`src/rtl/vedic_dot_acc_pkg.sv`:
```
// Shared definitions for the dot-product accumulator and the multiplier wrapper.
// Holds the FSM state encoding and the default product/accumulator/count widths
// so that every block downstream of vedic_32x32 agrees on them.
package vedic_dot_acc_pkg;

  localparam int unsigned PROD_W_DEF = 64;
  localparam int unsigned ACC_W_DEF  = 72;
  localparam int unsigned LEN_W_DEF  = 8;

  typedef enum logic [1:0] {
    StIdle  = 2'd0,
    StAccum = 2'd1,
    StDone  = 2'd2
  } state_e;

endpackage

```
`src/rtl/vedic_dot_acc_add_nbit.sv`:
```
// add_nbit: parameterised N-bit ripple-carry adder.
// Bit 0 is a half adder (no carry in); the remaining bits are full adders.
// Ports:
//   a, b       in   N   addends
//   sum        out  N   a + b mod 2^N
//   carry_out  out  1   carry out of the top bit
module add_nbit #(
  parameter int unsigned N = 72
) (
  input  logic [N-1:0] a,
  input  logic [N-1:0] b,
  output logic [N-1:0] sum,
  output logic         carry_out
);

  logic [N:0] carry;

  assign carry[0] = 1'b0;

  for (genvar i = 0; i < N; i++) begin : g_bit
    if (i == 0) begin : g_half
      assign sum[i]     = a[i] ^ b[i];
      assign carry[i+1] = a[i] & b[i];
    end else begin : g_full
      assign sum[i]     = a[i] ^ b[i] ^ carry[i];
      assign carry[i+1] = (a[i] & b[i]) | (carry[i] & (a[i] ^ b[i]));
    end
  end

  assign carry_out = carry[N];

endmodule

```
`src/rtl/vedic_dot_acc.sv`:
```
// vedic_dot_acc: sums a programmed number of unsigned products from vedic_32x32
// into a wide accumulator and presents the dot product over valid/ready.
// Ports:
//   clk, rst_n            clock, asynchronous active-low reset
//   start, len            begin a job of len terms (sampled only when idle)
//   prod_valid/prod_ready term handshake; product is the term value
//   acc_out/acc_valid     result, held while acc_valid=1
//   acc_ready             downstream consumes the result
//   busy                  job in progress or result pending
//   ovf                   sticky carry-out of the accumulator for the current job
module vedic_dot_acc
  import vedic_dot_acc_pkg::*;
#(
  parameter int unsigned PROD_W = PROD_W_DEF,
  parameter int unsigned ACC_W  = ACC_W_DEF,
  parameter int unsigned LEN_W  = LEN_W_DEF
) (
  input  logic              clk,
  input  logic              rst_n,
  input  logic              start,
  input  logic [LEN_W-1:0]  len,
  input  logic              prod_valid,
  output logic              prod_ready,
  input  logic [PROD_W-1:0] product,
  output logic [ACC_W-1:0]  acc_out,
  output logic              acc_valid,
  input  logic              acc_ready,
  output logic              busy,
  output logic              ovf
);

  state_e             state_q, state_d;
  logic [LEN_W-1:0]   cnt_q, cnt_d;
  logic [ACC_W-1:0]   acc_q, acc_d;
  logic               ovf_q, ovf_d;

  logic [ACC_W-1:0]   prod_ext;
  logic [ACC_W-1:0]   add_sum;
  logic               add_co;

  assign prod_ext = ACC_W'(product);

  add_nbit #(
    .N(ACC_W)
  ) u_add (
    .a         (acc_q),
    .b         (prod_ext),
    .sum       (add_sum),
    .carry_out (add_co)
  );

  always_comb begin
    state_d = state_q;
    cnt_d   = cnt_q;
    acc_d   = acc_q;
    ovf_d   = ovf_q;
    unique case (state_q)
      StIdle: begin
        if (start) begin
          acc_d = '0;
          ovf_d = 1'b0;
          cnt_d = len;
          // A zero-length job completes immediately with a zero result.
          state_d = (len == '0) ? StDone : StAccum;
        end
      end
      StAccum: begin
        if (prod_valid) begin
          acc_d = add_sum;
          ovf_d = ovf_q | add_co;
          cnt_d = cnt_q - LEN_W'(1);
          if (cnt_q == LEN_W'(1)) state_d = StDone;
        end
      end
      StDone: begin
        if (acc_ready) state_d = StIdle;
      end
      default: state_d = StIdle;
    endcase
  end

  always_ff @(posedge clk or negedge rst_n) begin
    if (!rst_n) begin
      state_q <= StIdle;
      cnt_q   <= '0;
      acc_q   <= '0;
      ovf_q   <= 1'b0;
    end else begin
      state_q <= state_d;
      cnt_q   <= cnt_d;
      acc_q   <= acc_d;
      ovf_q   <= ovf_d;
    end
  end

  assign prod_ready = (state_q == StAccum);
  assign acc_valid  = (state_q == StDone);
  assign busy       = (state_q == StAccum) || (state_q == StDone);
  assign acc_out    = acc_q;
  assign ovf        = ovf_q;

endmodule

```
`config.mk`:
```
export PLATFORM = sky130hd
export DESIGN_NAME = vedic_dot_acc
export DESIGN_NICKNAME = d
export VERILOG_FILES = /design/src/rtl/vedic_dot_acc_pkg.sv /design/src/rtl/vedic_dot_acc_add_nbit.sv /design/src/rtl/vedic_dot_acc.sv
export SDC_FILE = /design/constraint.sdc
export NUM_CORES = 1
export LEC_CHECK = 0
export CORE_AREA = 8 8 129 179
export DETAILED_ROUTE_END_ITERATION = 6
export DIE_AREA = 0 0 137 187
export SYNTH_ARGS = -nofsm -noshare
export SYNTH_HDL_FRONTEND = slang
export SYNTH_SLANG_ARGS = --single-unit
export TNS_END_PERCENT = 10
```
`constraint.sdc`:
```
create_clock -name clk -period 37 [get_ports clk]
set_clock_uncertainty 0.1 [all_clocks]
set_input_delay 7.4 -clock clk [delete_from_list [all_inputs] [get_ports clk]]
set_output_delay 7.4 -clock clk [all_outputs]
set_load 0.01 [all_outputs]
```
==> run_results.csv, run 1 <==
group,metric,value,unit
clock_network,clk_latency,0.34,ns
detailed_routing,drc_errors,0,
sta,hold_viol,0,
setup_path,crit_path_start_kind,"primary input",
global_routing,grt_pass1_wl,21930,µm
finish,nNetsFinal,752,
global_routing,grt_pass1_vias,4210,
power,p_per_area,74.12,nW/µm²
die,dieArea,25620,µm²
setup_path,critical_path.slowest_cell,"clkdlybuf4s50_1",
setup_path,reg2reg_slack,9.89,ns
die,core,20320,µm²
power,power.total,0.5284,mW
hold_path,holdPathStages,1,
place,place.gp.congestion,0.7213,
global_routing,antenna_found_initial,0,
die,fp-row-count,62,
global_routing,grt_max_degree,77,
clock_network,numCtsBuffers,9,
clock_network,clock_path_buffers,2,
detailed_routing,vias_per_cell,4.252,
sta,finalSetupTns,0,ns
die,die_w,137,µm
detailed_routing,vias,3648,
die,die_h,187,µm
hold_path,whs_endpoint,"acc_out[70]",
die,ios,153,
setup_path,worstSetupPathType,"in -> reg",
clock_network,ctsHoldBuffers,0,
clock_network,cts_root_buffer,"clkbuf_16",
setup_path,cp.required,37.13,ns
finish,syn_to_final_growth,42.43,%
sta,grt_setup_unrepaired,"false",
detailed_routing,wl_per_cell,15.01,µm
detailed_routing,ant_nets,0,
clock_network,cts-resized-gates,0,
job,maxCapViolations,0,
synthesis,netlist-cell-type-count,36,
run_status,outcome,"finished, final reports clean",
die,initial_core_util,24.62,%
hold_path,min_from,"acc_out[70]",
setup_path,path_max_fanout,1,
sta,slew_viol_final,0,
global_routing,gr-usage-all-layers,10.76,%
hold_path,hp-class,"reg -> reg",
synthesis,netlist_area,5005,µm²
detailed_routing,routed_wl,12880,µm
setup_path,critPathMaxStageDelay,0.48,ns
clock_network,cts_tree,"built",
place,placed_cells,843,
synthesis,ys_ff_latch,83,
synthesis,syn-num-nets,604,
setup_path,reg2reg_from,"acc_out[0]",
setup_path,end_kind,"flop",
synthesis,ys_seq_area_share,41.50,%
clock_network,cts_max_level,3,
place,port_buffers,152,
clock_network,clk_pin_slew,0.06,ns
setup_path,r2r_cells,75,
power,p_leak,3.029,nW
sta,setup_viol,0,
setup_path,r2r-end,"acc_out[71]",
place,dpl.hpwl,9879,µm
synthesis,synth_cells,450,
sta,post-route-period-util,92.56,%
clock_network,cts_setup_buffers,0,
sta,relSlewSlack,38.70,%
setup_path,arrival,34.38,ns
power,peakVddDrop,0.09336,mV
clock_network,cts_num_sinks,83,
synthesis,ys.warnings.count,0,
sta,tightestPinTransition,0.9195,ns
sta,timing.fmax,29.20,MHz
finish,drive_gt1_share,4.319,%
finish,final_cells,858,
finish,diodes,0,
sta,period_minus_slack,34.25,ns
global_routing,grt_overflow,0,
synthesis,syn_avg_cell_area,11.12,µm²
setup_path,cp_common_cell,"fa_1",
finish,fin_util,35.07,%
detailed_routing,initialDrtViolationCount,107,
detailed_routing,dr.pass1.iters,4,
report_power, final:
part | internal [mW] | switching (mW) | leakage (nW) | total, mW
logic | 0.132 | 0.145 | 1.76 | 0.277
clock network | 0.0655 | 0.0371 | 0.159 | 0.103
registers | 0.125 | 0.0237 | 1.11 | 0.149
total | 0.323 | 0.206 | 3.03 | 0.528
metal layers:
layer	vias to the layer above	global-route usage, %	routed length (µm)
met5	-	0	0
met1	1807	12.83	5313
met4	0	2.893	146
met3	9	2.634	694
li1	1739	-	-
met2	93	18.61	6725
stage by stage:
step | setup slack (ns) | cell area [µm²] | hold WS [ns]
after floorplan | 4.175 | 5005 | 0.3970
after global placement | 2.458 | 6797 | 0.4133
after detailed placement | 2.375 | 6797 | 0.4166
after CTS | 2.613 | 7128 | 0.4379
after global routing | 1.880 | 7128 | 0.4607
final | 2.751 | 7128 | 0.4319
synthesized netlist by cell type:
library cell | n | area share, %
inv_1 | 131 | 9.8
dfrtp_1 | 83 | 41
fa_1 | 63 | 25
o22ai_1 | 62 | 7.7
ha_1 | 14 | 3.5
nor2_1 | 12 | 0.90
a22o_1 | 10 | 1.7
buf_2 | 10 | 1.0
clkbuf_1 | 8 | 0.60
nand2_1 | 8 | 0.60
o21ai_0 | 6 | 0.60
a21oi_1 | 5 | 0.50
a221oi_1 | 4 | 0.70
mux2i_1 | 4 | 0.80
nand2b_1 | 3 | 0.38
nand3_1 | 3 | 0.30
and2_1 | 2 | 0.25
nor3_1 | 2 | 0.20
nor4_1 | 2 | 0.25
or2_2 | 2 | 0.25
a21o_1 | 1 | 0.15
a221oi_2 | 1 | 0.30
a31o_1 | 1 | 0.18
and3_1 | 1 | 0.13
and4b_1 | 1 | 0.20
nand2b_2 | 1 | 0.18
nor3b_2 | 1 | 0.25
nor4_4 | 1 | 0.42
nor4b_1 | 1 | 0.18
o211a_1 | 1 | 0.20
o211ai_1 | 1 | 0.15
o21ai_1 | 1 | 0.10
o2bb2ai_1 | 1 | 0.18
o32a_1 | 1 | 0.20
o41a_1 | 1 | 0.22
or3_1 | 1 | 0.13
state kept, by name (all words and copies together) (netlist names):
name and flops:
acc_out 72, cnt_q 8, state_q 2, ovf 1
worst max-delay path by stage:
stage,from,to,depth (start not counted)
floorplan,product[0],acc_out[71],75
CTS,product[0],acc_out[71],76
global placement,product[0],acc_out[71],76
global route,product[0],acc_out[71],76
detailed placement,product[0],acc_out[71],76
finish,product[0],acc_out[71],76
cells by family after synthesis:
group           after synthesis  share of synthesized area, %
compound gates               96                         12.97
mux                           4                        0.8000
buf+inv                     149                         11.43
flops                        83                         41.50
simple gates                 41                         4.600
fa+ha+maj                    77                         28.70
layout by cell type (no fill, tap or decap), drive strengths merged, types with 3 or more instances in the layout:
master         count
nand3              3
dfrtp             83
nor4               3
o22ai             62
nand2b             4
buf                4
mux2i              4
clkdlybuf4s50    151
a22o              10
ha                14
a21oi              5
a221oi             5
fa                63
clkbuf            10
nor2              12
bufinv             3
o21ai              7
inv              131
nand2              8
cell type report:
cell class,instances,area (µm²)
multi-input cells,218,2366
repair buffers,155,1541
clock inverters,5,102.6
well taps,256,320.3
flip-flops and latches,83,2077
fillers,2093,13200
inverters,131,491.7
clock buffers,10,229.0
worst max-delay path: cells and delay by family:
family	cells	cell delay [ns]
AO/OA/AOI/OAI	1	0.20
adder cells (fa/ha/maj)	72	26.16
buffers and inverters	3	0.59
Power figures use the tool's default switching activity.
==> inputs of run 2 (changes only) <==
--- a/config.mk
+++ b/config.mk
@@ -5,9 +5,12 @@
 export SDC_FILE = /design/constraint.sdc
 export NUM_CORES = 1
 export LEC_CHECK = 0
+export CELL_PAD_IN_SITES_DETAIL_PLACEMENT = 0
+export CELL_PAD_IN_SITES_GLOBAL_PLACEMENT = 2
 export CORE_AREA = 8 8 129 179
 export DETAILED_ROUTE_END_ITERATION = 6
 export DIE_AREA = 0 0 137 187
+export PLACE_DENSITY_LB_ADDON = 0.1
 export SYNTH_ARGS = -nofsm -noshare
 export SYNTH_HDL_FRONTEND = slang
 export SYNTH_SLANG_ARGS = --single-unit
==> run_results.csv, run 2 (synthesized netlist as in run 1, its figures left out) <==
group,metric,value,unit
run_status,outcome,"finished, final reports clean",
sta,timing.fmax,29.21,MHz
sta,fin_hold_ws,0.4240,ns
finish,fin_util,35.13,%
die,initial_core_util,24.62,%
clock_network,cts_tree,"built",
finish,syn_to_final_growth,42.68,%
setup_path,end_kind,"flop",
detailed_routing,wl_per_cell,16.66,µm
clock_network,clk_latency,0.34,ns
global_routing,grt_max_degree,77,
setup_path,critPathMaxStageDelay,0.49,ns
die,core,20320,µm²
global_routing,grtUsageMet2,20.50,%
die,fp-row-count,62,
finish,final_common_cell,"clkdlybuf4s50_1",
die,die_w,137,µm
clock_network,clock_path_buffers,2,
detailed_routing,drc_errors,0,
place,placed_cells,843,
setup_path,r2r_cells,75,
clock_network,clk_pin_slew,0.07,ns
global_routing,met1_usage,13.67,%
hold_path,whs_endpoint,"acc_out[0]",
sta,worst_slack,2.765,ns
detailed_routing,vias,3718,
global_routing,antenna_found_initial,1,
place,place.gp.congestion,0.7288,
finish,final_cells,859,
hold_path,min_from,"acc_out[0]",
sta,finalSetupTns,0,ns
place,dpl.hpwl,10550,µm
setup_path,arrival,34.37,ns
detailed_routing,initialDrtViolationCount,132,
sta,hold_viol,0,
finish,diodes,0,
sta,setup_viol,0,
detailed_routing,vias_per_cell,4.328,
power,p_leak,3.033,nW
job,maxCapViolations,0,
clock_network,cts_max_level,3,
die,dieArea,25620,µm²
global_routing,grt_overflow,0,
clock_network,cts_setup_buffers,0,
die,ios,153,
sta,post-route-period-util,92.53,%
sta,slew_viol_final,0,
setup_path,reg2reg_slack,9.96,ns
global_routing,grt-busiest-layer,"met2",
hold_path,holdPathStages,1,
setup_path,cp.required,37.13,ns
finish,nNetsFinal,752,
die,die_h,187,µm
sta,period_minus_slack,34.24,ns
finish,drive_gt1_share,4.312,%
detailed_routing,ant_nets,0,
place,port_buffers,152,
power,peakVddDrop,0.08186,mV
clock_network,cts-resized-gates,0,
global_routing,grt_pass1_wl,23460,µm
finish,final_cell_mix,"151 x clkdlybuf4s50_1, 131 x inv_1, 83 x dfrtp_1, 63 x fa_1, 62 x o22ai_1",
setup_path,reg2reg_from,"acc_out[0]",
detailed_routing,routed_wl,14310,µm
finish,largest_reg_flops,72,
global_routing,grt_use_met3,2.554,%
setup_path,crit_path_start_kind,"primary input",
setup_path,critical_path.slowest_cell,"clkdlybuf4s50_1",
finish,finish.instance_area,7141,µm²
clock_network,cts_root_buffer,"clkbuf_16",
power,power.total,0.5354,mW
hold_path,hp-class,"reg -> reg",
setup_path,cp_common_cell,"fa_1",
power,p_per_area,74.98,nW/µm²
clock_network,numCtsBuffers,9,
sta,grt_setup_unrepaired,"false",
global_routing,gr-usage-all-layers,11.80,%
place,dp_slack,2.452,ns
clock_network,ctsHoldBuffers,0,
setup_path,worstSetupPathType,"in -> reg",
detailed_routing,dr.pass1.iters,3,
sta,relSlewSlack,35.90,%
sta,tightestPinTransition,0.9615,ns
clock_network,cts_num_sinks,83,
place,postPlaceCellArea,6797,µm²
global_routing,grt_pass1_vias,4260,
setup_path,path_max_fanout,1,
setup_path,r2r-end,"acc_out[71]",
run 2: changes by cell type in the layout (fill, tap and decap cells not counted), sizes merged:
cell / change
clkbuf: +2
clkinv: -1
run 2: layer usage:
metal  routed length (µm)  up-vias
met1                 5710     1888
met3                  786       13
met2                 7573       76
li1                     -     1739
met5                   13        -
met4                  224        2
run 2: layout make-up:
class	count	area, µm²
inverters	131	491.7
flip-flops and latches	83	2077
clock inverters	4	97.59
multi-input cells	218	2366
repair buffers	155	1541
fillers	2139	13180
clock buffers	12	246.5
well taps	256	320.3
run 2: report_power, final:
group | total, mW | internal (mW) | switching [mW]
clock | 0.106 | 0.0679 | 0.0378
combinational | 0.279 | 0.132 | 0.147
sequential | 0.150 | 0.125 | 0.0251
total | 0.535 | 0.325 | 0.210
run 2: worst max-delay path, delay by kind of cell:
family / cells / cell delay (ns)
buf+inv: 3 / 0.60
fa+ha+maj: 72 / 26.13
compound gates: 1 / 0.20
run 2: worst max-delay path by stage:
| stage | from | to | slack [ns] | cells after the start |
|---|---|---|---|---|
| finish | product[0] | acc_out[71] | 2.76 | 76 |
| global route | product[0] | acc_out[71] | 1.88 | 76 |
| CTS | product[0] | acc_out[71] | 2.59 | 76 |
| detailed placement | product[0] | acc_out[71] | 2.45 | 76 |
| global placement | product[0] | acc_out[71] | 2.40 | 76 |
| floorplan | product[0] | acc_out[71] | 4.18 | 75 |
